==> config.mk <==
export PLATFORM = sky130hd
export DESIGN_NAME = udc_sweep_ctrl_flat
export DESIGN_NICKNAME = d
export VERILOG_FILES = /design/src/rtl/udc_pkg.sv /design/src/rtl/udc_sweep_ctrl_if.sv /design/src/rtl/udc_core.sv /design/src/rtl/udc_sweep_ctrl.sv /design/src/flat_wrapper.sv
export SDC_FILE = /design/constraint.sdc
export NUM_CORES = 1
export LEC_CHECK = 0
export CORE_UTILIZATION = 50
export CTS_CLUSTER_SIZE = 8
export DETAILED_ROUTE_END_ITERATION = 6
export PLACE_DENSITY = 0.73
export SYNTH_ARGS = -nofsm -noshare
export SYNTH_HDL_FRONTEND = slang
export SYNTH_HIERARCHICAL = 1
export SYNTH_SLANG_ARGS = --single-unit
==> constraint.sdc <==
create_clock -name clk -period 6.85 [get_ports clk]
set_input_delay 1.37 -clock clk [delete_from_list [all_inputs] [get_ports clk]]
set_output_delay 1.37 -clock clk [all_outputs]
set_load 0.01 [all_outputs]
==> src/rtl/udc_pkg.sv <==
// Shared definitions for the up/down counter sweep controller.
package udc_pkg;
  localparam int UDC_WIDTH   = 8;
  localparam int UDC_SWEEP_W = 8;

  typedef enum logic [1:0] {
    IDLE     = 2'd0,
    RUN_UP   = 2'd1,
    RUN_DOWN = 2'd2,
    DONE     = 2'd3
  } udc_state_e;
endpackage

==> src/rtl/udc_sweep_ctrl_if.sv <==
// Host-side bundle of the sweep controller: configuration and start/stop in,
// count, direction, progress and result pulses out, plus the FSM state for debug.
interface udc_sweep_ctrl_if #(
  parameter int WIDTH   = udc_pkg::UDC_WIDTH,
  parameter int SWEEP_W = udc_pkg::UDC_SWEEP_W
);
  import udc_pkg::*;

  // Handshake: start is honoured only while busy=0 (and stop=0); stop only while
  // a sweep runs. done, aborted and cfg_err are single-cycle result pulses.
  logic               start;
  logic               stop;
  logic [WIDTH-1:0]   lo_lim;
  logic [WIDTH-1:0]   hi_lim;
  logic [SWEEP_W-1:0] n_sweeps;
  logic [WIDTH-1:0]   count;
  logic               up_down;
  logic               busy;
  logic               done;
  logic               aborted;
  logic               cfg_err;
  logic [SWEEP_W-1:0] sweeps_done;
  udc_state_e         state;

  modport master (
    output start, stop, lo_lim, hi_lim, n_sweeps,
    input  count, up_down, busy, done, aborted, cfg_err, sweeps_done, state
  );

  modport slave (
    input  start, stop, lo_lim, hi_lim, n_sweeps,
    output count, up_down, busy, done, aborted, cfg_err, sweeps_done, state
  );
endinterface

==> src/rtl/udc_core.sv <==
// WIDTH-bit up/down count register with synchronous load; load beats enable.
module udc_core #(
  parameter int WIDTH = udc_pkg::UDC_WIDTH
) (
  input  logic             clk,
  input  logic             reset,
  input  logic             load,
  input  logic [WIDTH-1:0] load_val,
  input  logic             en,
  input  logic             up_down,
  output logic [WIDTH-1:0] count
);
  always_ff @(posedge clk) begin
    if (reset) begin
      count <= '0;
    end else if (load) begin
      count <= load_val;
    end else if (en) begin
      count <= up_down ? count + 1'b1 : count - 1'b1;
    end
  end
endmodule

==> src/rtl/udc_sweep_ctrl.sv <==
// Sequences udc_core through triangular lo->hi->lo sweeps, n times or until stop.
module udc_sweep_ctrl
  import udc_pkg::*;
#(
  parameter int WIDTH   = UDC_WIDTH,
  parameter int SWEEP_W = UDC_SWEEP_W
) (
  input  logic           clk,
  input  logic           reset,
  udc_sweep_ctrl_if.slave bus
);
  udc_state_e         state_q, state_d;
  logic [WIDTH-1:0]   lo_q, lo_d, hi_q, hi_d;
  logic [SWEEP_W-1:0] n_q, n_d, sweeps_q, sweeps_d, sweeps_inc;
  logic               up_down_q, up_down_d;
  logic               busy_q, done_q, aborted_q, cfg_err_q;
  logic               done_d, aborted_d, cfg_err_d;
  logic               load, en, core_dir;
  logic [WIDTH-1:0]   load_val, count;

  assign sweeps_inc = sweeps_q + 1'b1;

  udc_core #(.WIDTH(WIDTH)) u_core (
    .clk      (clk),
    .reset    (reset),
    .load     (load),
    .load_val (load_val),
    .en       (en),
    .up_down  (core_dir),
    .count    (count)
  );

  always_ff @(posedge clk) begin
    if (reset) begin
      state_q   <= IDLE;
      lo_q      <= '0;
      hi_q      <= '0;
      n_q       <= '0;
      sweeps_q  <= '0;
      up_down_q <= 1'b0;
      busy_q    <= 1'b0;
      done_q    <= 1'b0;
      aborted_q <= 1'b0;
      cfg_err_q <= 1'b0;
    end else begin
      state_q   <= state_d;
      lo_q      <= lo_d;
      hi_q      <= hi_d;
      n_q       <= n_d;
      sweeps_q  <= sweeps_d;
      up_down_q <= up_down_d;
      busy_q    <= (state_d != IDLE);
      done_q    <= done_d;
      aborted_q <= aborted_d;
      cfg_err_q <= cfg_err_d;
    end
  end

  always_comb begin
    state_d   = state_q;
    lo_d      = lo_q;
    hi_d      = hi_q;
    n_d       = n_q;
    sweeps_d  = sweeps_q;
    up_down_d = up_down_q;
    done_d    = 1'b0;
    aborted_d = 1'b0;
    cfg_err_d = 1'b0;
    load      = 1'b0;
    load_val  = count;
    en        = 1'b0;
    core_dir  = up_down_q;

    case (state_q)
      IDLE: begin
        if (bus.start && !bus.stop) begin
          if (bus.lo_lim >= bus.hi_lim) begin
            cfg_err_d = 1'b1;
          end else begin
            lo_d      = bus.lo_lim;
            hi_d      = bus.hi_lim;
            n_d       = bus.n_sweeps;
            sweeps_d  = '0;
            up_down_d = 1'b1;
            load      = 1'b1;
            load_val  = bus.lo_lim;
            state_d   = RUN_UP;
          end
        end
      end
      RUN_UP: begin
        if (bus.stop) begin
          aborted_d = 1'b1;
          state_d   = IDLE;
        end else if (count != hi_q) begin
          en       = 1'b1;
          core_dir = 1'b1;
        end else begin
          load      = 1'b1;
          load_val  = hi_q - 1'b1;
          up_down_d = 1'b0;
          state_d   = RUN_DOWN;
        end
      end
      RUN_DOWN: begin
        // A round trip that finishes on the stop cycle is still counted.
        if (count == lo_q) begin
          sweeps_d = sweeps_inc;
        end
        if (bus.stop) begin
          aborted_d = 1'b1;
          state_d   = IDLE;
        end else if (count != lo_q) begin
          en       = 1'b1;
          core_dir = 1'b0;
        end else if ((n_q != '0) && (sweeps_inc == n_q)) begin
          done_d  = 1'b1;
          state_d = DONE;
        end else begin
          load      = 1'b1;
          load_val  = lo_q + 1'b1;
          up_down_d = 1'b1;
          state_d   = RUN_UP;
        end
      end
      DONE: begin
        state_d = IDLE;
      end
      default: begin
        state_d = IDLE;
      end
    endcase
  end

  assign bus.count       = count;
  assign bus.up_down     = up_down_q;
  assign bus.busy        = busy_q;
  assign bus.done        = done_q;
  assign bus.aborted     = aborted_q;
  assign bus.cfg_err     = cfg_err_q;
  assign bus.sweeps_done = sweeps_q;
  assign bus.state       = state_q;
endmodule

==> src/flat_wrapper.sv <==
// flat-port wrapper written by rule: the top's interface ports become plain ports
module udc_sweep_ctrl_flat import udc_pkg::*;
#(
  parameter int WIDTH   = UDC_WIDTH,
  parameter int SWEEP_W = UDC_SWEEP_W
)
  (clk, reset, bus_start, bus_stop, bus_lo_lim, bus_hi_lim, bus_n_sweeps, bus_count, bus_up_down, bus_busy, bus_done, bus_aborted, bus_cfg_err, bus_sweeps_done, bus_state);
  udc_sweep_ctrl_if #(.WIDTH(WIDTH), .SWEEP_W(SWEEP_W)) bus_i ();
  input  logic clk;
  input  logic reset;
  input wire logic [$bits(bus_i.start)-1:0] bus_start;
  input wire logic [$bits(bus_i.stop)-1:0] bus_stop;
  input wire logic [$bits(bus_i.lo_lim)-1:0] bus_lo_lim;
  input wire logic [$bits(bus_i.hi_lim)-1:0] bus_hi_lim;
  input wire logic [$bits(bus_i.n_sweeps)-1:0] bus_n_sweeps;
  output wire logic [$bits(bus_i.count)-1:0] bus_count;
  output wire logic [$bits(bus_i.up_down)-1:0] bus_up_down;
  output wire logic [$bits(bus_i.busy)-1:0] bus_busy;
  output wire logic [$bits(bus_i.done)-1:0] bus_done;
  output wire logic [$bits(bus_i.aborted)-1:0] bus_aborted;
  output wire logic [$bits(bus_i.cfg_err)-1:0] bus_cfg_err;
  output wire logic [$bits(bus_i.sweeps_done)-1:0] bus_sweeps_done;
  output wire logic [$bits(bus_i.state)-1:0] bus_state;
  assign bus_i.start = bus_start;
  assign bus_i.stop = bus_stop;
  assign bus_i.lo_lim = bus_lo_lim;
  assign bus_i.hi_lim = bus_hi_lim;
  assign bus_i.n_sweeps = bus_n_sweeps;
  assign bus_count = bus_i.count;
  assign bus_up_down = bus_i.up_down;
  assign bus_busy = bus_i.busy;
  assign bus_done = bus_i.done;
  assign bus_aborted = bus_i.aborted;
  assign bus_cfg_err = bus_i.cfg_err;
  assign bus_sweeps_done = bus_i.sweeps_done;
  assign bus_state = bus_i.state;
  udc_sweep_ctrl #(.WIDTH(WIDTH), .SWEEP_W(SWEEP_W)) u_core (.clk(clk), .reset(reset), .bus(bus_i));
endmodule
# Yosys cells after proc, flatten, opt, wreduce, memory -nomap -nowiden

Index checks and enable logic that the tools add are counted.

Flip-flop bits (word level): 47
Output and inout bits: 23

Add/sub/neg operators: 5
$lt $le $gt $ge: 1
Eq/ne operators: 23
Muxes and demuxes: 52
Bitwise logic cells: 5
Reduce and logical (&&, ||, !) cells: 17

Operators by type and width:

| kind                                                                | count |
|---|---|
| 8-bit 2-to-1 mux                                                    | 13 |
| 1-bit 2-to-1 mux                                                    | 25 |
| 8-bit by 1-bit adder with 8-bit output (second input constant)      | 3 |
| 8-bit case mux with 3 select lines                                  | 1 |
| 3-bit != test (second input constant)                               | 6 |
| 8-bit equality test                                                 | 2 |
| 8-bit != test                                                       | 2 |
| 8-bit case mux with 2 select lines                                  | 1 |
| 8-bit by 1-bit subtractor with 8-bit output (second input constant) | 2 |
| 2-bit 2-to-1 mux                                                    | 7 |
| 2-bit != test (second input constant)                               | 6 |
| 9-bit AND reduction                                                 | 1 |
| 8-bit greater-or-equal comparator                                   | 1 |
| 2-bit case mux with 4 select lines                                  | 1 |
| 8-bit AND reduction                                                 | 1 |
| 8-bit nonzero test                                                  | 1 |
| 1-bit case mux with 3 select lines                                  | 2 |
| 2-bit nonzero test                                                  | 3 |
| 1-bit NOT                                                           | 5 |
| 2-bit equality test (second input constant)                         | 2 |
| 2-bit by 1-bit != test with 1-bit output (second input constant)    | 2 |
| 4-bit by 1-bit != test with 1-bit output (second input constant)    | 1 |
| 1-bit case mux with 2 select lines                                  | 2 |
| 4-bit AND reduction                                                 | 1 |
| 10 further kinds                                                    | 12 |

# Depth between registers and ports, before layout

Depth in word-level cells: 9
Depth in mapped cells: 15
Mapped depth without buffers: 12

# Cells and area by module

The synthesis kept the hierarchy.

By module, submodules not included:

| module         | times used | cells each | area an instance (um^2) | sequential area each (um^2) |
|---|---|---|---|---|
| udc_sweep_ctrl | 1          | 360        | 3151.8                  | 780.7 |
| udc_core       | 1          | 85         | 714.4                   | 160.2 |

# Worst setup path before layout

No wires, ideal clock.

Path kind: input -> register
Start: input bus_hi_lim[2]
End: register u_core.u_core.count[6]
Arrival: 3.711 ns
Data required time: 6.788 ns
Slack: 3.077 ns
Stages: 13
Path through: inv_1 -> ha_1 -> nand2_1 -> o21ai_0 -> a211oi_1 -> buf_6 -> buf_2 -> a211oi_2 -> nor2_1 -> buf_6 -> or3b_4 -> or4b_1 -> nand3_1

Cells in the longest elaborated chain, start to end: 6
Elaborated cells between the ends (all ways): 15

Ends and longest elaborated chain:

| item                                                                             | RTL line             | source |
|---|---|---|
| start: declaration                                                               | flat_wrapper.sv:14   | `input wire logic [$bits(bus_i.hi_lim)-1:0] bus_hi_lim;` |
| 8-bit greater-or-equal comparator (*)                                            | udc_sweep_ctrl.sv:77 | `if (bus.lo_lim >= bus.hi_lim) begin` |
| 1-bit 2-to-1 mux (*)                                                             | udc_sweep_ctrl.sv:77 |  |
| 1-bit 2-to-1 mux (*)                                                             | udc_sweep_ctrl.sv:76 | `if (bus.start && !bus.stop) begin` |
| 1-bit case mux with 3 select lines (*)                                           | udc_sweep_ctrl.sv:74 | `case (state_q)` |
| net u_core.load                                                                  | udc_sweep_ctrl.sv:18 | `logic load, en, core_dir;` |
| 4-bit by 1-bit != test with 1-bit output (no line), or another cell as far along | -                    |  |
| 9-bit AND reduction (no line)                                                    | -                    |  |
| end signal: assignment                                                           | udc_core.sv:17       | `count <= load_val;` |
| end signal: assignment                                                           | udc_core.sv:19       | `count <= up_down ? count + 1'b1 : count - 1'b1;` |
| end: declaration                                                                 | udc_core.sv:11       | `output logic [WIDTH-1:0] count` |

Mark *: on every way through the listed nets, which the timed path passes. The rest lies on a longest branch.
A chain may end at the register's enable or synchronous reset.

# Final worst setup path

Start: input bus_hi_lim[2]
End: register u_core.u_core.count[5]

Same word-level chain as after synthesis.

==> impl_results.md <==
- Proportion of power drawn by the clock network: 26.2%
- GR Util met3: 4.146%
- Die area: 8088 um^2
- Cells along the critical path: clkdlybuf4s50_1 > inv_1 > ha_1 > a211oi_1 > o21ai_0 > a211oi_4 > a211oi_2 > nor2_1 > nor3b_2 > and4b_1 > or3_1
- Average cell area after synthesis: 8.688 um^2
- First-pass GRT wire length: 15660 um
- Fraction of layout cells with a size suffix above 1: 11.98%
- Actual slew at the worst max-slew pin: 1.062 ns
- Post CTS Setup Buffer Count: 0
- Highest Clock Rate: 0.2270 GHz
- Final-report hold violation count: 0
- Number of flops mapped to enable cells by yosys: 0
- Final Util: 60.41%
- Highest cell delay on the worst timing path: 0.83 ns
- WP data arrival: 4.60 ns
- Clock latency reported for the late side of the worst-skew pair: 0.31 ns
- Count of unresolved DRC violations after routing: 0
- Final #Nets: 533
- Top cell type by total area after synthesis: dfxtp_1
- Port bufs: 50
- Area of the core: 7370 um^2
- Shortest clock period the worst path allows after layout: 4.405 ns
- Fraction of post-synthesis cell area in the top cell type by area: 24.34%
- Initial antenna violation count: 0
- Mean routed wirelength per cell: 16.04 um
- Initial standard-cell utilization of the core: 52.46%
- Worst R2R Path Depth: 10
- Maximum buffer depth of the clock tree: 2
- Cells resized by post-CTS repair: 0
- Post-CTS clock slew at the launch and capture registers of the worst setup and hold paths: 0.10 ns
- Detailed-route wire length: 9352 um
- Hold buffers post-CTS: 0
- Part of the total power dissipated in combinational logic: 29.1%
- Min-Delay Path Class: reg -> reg
- Slowest CP cell: nor2_1
- RSZ-0062 raised after global routing: no
- Busiest layer in global routing: met2
- Met2 track utilization from global routing: 40.90%
- Req. time, crit path: 7.05 ns
- Total track usage: 23.40%
- Leakage power summed over all cells: 1.640 nW
- Chip Height: 89.94 um
- Sequential area share after synthesis: 24.34%
- Syn_nets: 495
- Vias per Instance: 5.894
- Run status: finished clean
- Row count: 31
- Total non-filler cell area in the finished layout: 4452 um^2
- Most common flop cell mapped by yosys: dfxtp_1
- Non-filler cells in the finished layout: 583
- Hold wc startpoint: u_core/n_q[0]$_SDFFE_PP0P_
- Number of iterations in the first detailed-routing pass: 5
- Post-synthesis to final-layout area growth: 15.15%
- Type of the worst setup path: in -> reg
- R2R Setup Slk: 2.84 ns
- Overall die width: 89.94 um
- R2r startpoint: u_core/bus.sweeps_done[0]$_SDFFE_PP0P_
- Post-synth design cell area: 3866 um^2
- Cell chosen for the clock root: clkbuf_8
- Top post-synthesis cells by count: nor2_1, dfxtp_1, a21oi_1
- Endpoint, Worst Hold: u_core/n_q[0]$_SDFFE_PP0P_
- Detailed-placement wirelength estimate: 6914 um
- Count of final setup violators: 0
- Iter 0 DRT Violations: 180
- Ys async rst share: 0%
- Number of primary I/O pins: 51
- Largest clock skew in the final design: 0.005592 ns
- Final RePlAce weighted congestion: 0.8742
- Antenna Cells: 0
- CTS H-tree depth: 2
- Max-cap violations: 0
- Clock buffers created by TritonCTS: 5
- Synth warn: 6
- Cell types with the largest area share after synthesis: dfxtp_1, ha_1, mux2i_1, xnor2_1, nor2_1
- Internal power component: 441.0 uW
- Kind of end point of the critical path: register
- Sw Pwr: 225.8 uW
- Vias in the first global route: 3221
- Maximum vdd ir drop: 113.9 uV
- Cells after synthesis: 445
- Via count: 3436
- Maximum number of pins on one net before global-route repair: 50
- Critical Path Start Type: input pin
- Sw Ratio: 33.87%
- Highest net fanout along the worst path: 19
- Met1 demand-to-capacity share in global routing: 30.04%
- Register bit total from synthesis: 47
- Final period util: 64.30%
- Number of distinct library cell variants in the gate-level netlist after synthesis: 74
- # placed instances: 575
- Reg-to-reg critical path endpoint: u_core/u_core/count[6]$_SDFFE_PP0P_
- Pwr per Cell Area: 149.8 nW/um^2
- Grt total ovfl: 0
- Number of cells traversed by the worst hold path: 2
- Sinks on Clock Net: 47
- Fill cell count: 651
- Sequential Power Share: 44.7%
- Placement-stage cell area: 4367 um^2
- Dominant cell by count in the synthesized netlist: nor2_1
- Final-report max-slew violation count: 0
- Remaining max-slew budget at the tightest pin: 28.97%
- CTS tree: built
- Antenna viol nets, final: 0
- Post-route setup TNS: 0 ns
-- power groups by stage --
stage | clock, mW | sequential, mW | combinational [mW]
after floorplan | 0 | 0.302 | 0.141
after global placement | 0 | 0.304 | 0.188
after detailed placement | 0 | 0.304 | 0.192
after CTS | 0.179 | 0.298 | 0.193
after global routing | 0.189 | 0.300 | 0.212
final | 0.175 | 0.298 | 0.194
-- state kept, by name, indices dropped and copies added, names as in the netlist --
name,count
u_core/u_core/count,8
u_core/bus.cfg_err,1
u_core/bus.up_down,1
u_core/bus.aborted,1
u_core/bus.done,1
u_core/bus.state,2
u_core/n_q,8
u_core/hi_q,8
u_core/lo_q,8
u_core/bus.sweeps_done,8
u_core/bus.busy,1
-- worst max-delay path by stage --
stage	start	endpoint	slack, ns	cells past startpoint
2_1_floorplan	bus_hi_lim[2]	u_core/u_core/count[6]$_SDFFE_PP0P_	3.08	13
5_1_grt	bus_hi_lim[2]	u_core/u_core/count[5]$_SDFFE_PP0P_	2.18	11
3_3_place_gp	bus_hi_lim[2]	u_core/u_core/count[5]$_SDFFE_PP0P_	2.27	11
6_report	bus_hi_lim[2]	u_core/u_core/count[5]$_SDFFE_PP0P_	2.45	11
3_5_place_dp	bus_lo_lim[2]	u_core/u_core/count[5]$_SDFFE_PP0P_	2.14	10
4_1_cts	bus_lo_lim[2]	u_core/u_core/count[5]$_SDFFE_PP0P_	2.47	10
-- cell families (layout without fill, tap and decap cells) --
family | after synthesis | count (layout) | synth area share (%)
multiplexers | 23 | 23 | 5.987
XOR/XNOR | 38 | 38 | 8.803
buffers and inverters | 44 | 83 | 6.181
AO/OA/AOI/OAI | 131 | 131 | 26.31
flip-flops | 47 | 47 | 24.34
adder cells (fa/ha/maj) | 22 | 22 | 7.314
AND/OR/NAND/NOR | 140 | 140 | 21.07
-- per-stage QoR --
stage / hold WS (ns) / power [mW] / worst slack (ns)
final: 0.5374 / 0.6668 / 2.445
after global routing: 0.5696 / 0.7008 / 2.178
after CTS: 0.5290 / 0.6698 / 2.468
after detailed placement: 0.5168 / 0.4959 / 2.135
after global placement: 0.4991 / 0.4926 / 2.267
after floorplan: 0.4670 / 0.4430 / 3.077
-- area by class of cell --
cell class	count	area [um^2]	share of cell area (%)
clock buffers	6	72.57	1.630
clock inverters	2	12.51	0.2811
inverters	23	86.33	1.939
multi-input cells	354	2705	60.76
flip-flops and latches	47	940.9	21.14
well taps	99	123.9	2.782
repair buffers	52	510.5	11.47
-- metal layers --
metal,up-vias,part of all wire [%]
li1,1723,-
met1,1638,47
met2,66,49
met3,9,3.2
met4,0,0.83
met5,-,0
-- cells in the final DEF, fill, tap and decap left out, types with 3 or more instances in the layout --
| master | synthesis | layout |
|---|---|---|
| or3_1 | 3 | 3 |
| and2_1 | 3 | 3 |
| nand3b_1 | 3 | 3 |
| and2b_2 | 3 | 3 |
| nand4b_1 | 3 | 3 |
| clkbuf_8 | 1 | 5 |
| mux2i_1 | 22 | 22 |
| a211oi_2 | 11 | 11 |
| a31oi_2 | 5 | 5 |
| a311oi_1 | 8 | 8 |
| nor2_1 | 48 | 48 |
| nor4_2 | 2 | 3 |
| nor3b_1 | 6 | 6 |
| dfxtp_1 | 47 | 47 |
| xnor2_1 | 21 | 21 |
| a22o_1 | 6 | 6 |
| nand4_1 | 4 | 4 |
| nor2b_1 | 10 | 10 |
| inv_1 | 23 | 23 |
| xor2_1 | 16 | 16 |
| a21oi_1 | 33 | 33 |
| clkdlybuf4s50_1 | 0 | 49 |
| nand2_1 | 16 | 16 |
| a2111oi_0 | 3 | 3 |
| o21ai_0 | 22 | 22 |
| a211oi_1 | 6 | 5 |
| a22o_2 | 3 | 3 |
| nand3_1 | 10 | 10 |
| a211o_1 | 3 | 3 |
| or4_1 | 3 | 3 |
| a31oi_1 | 3 | 3 |
| o211ai_1 | 4 | 4 |
| nor3_1 | 4 | 4 |
| o21a_1 | 6 | 6 |
| ha_1 | 21 | 21 |
-- worst max-delay path: cells and delay by family --
kind            cells  cell delay [ns]
fa+ha+maj           1             0.28
simple gates        4             1.61
buf+inv             2             0.52
compound gates      4             0.82
(Power assumes the default switching activity.)
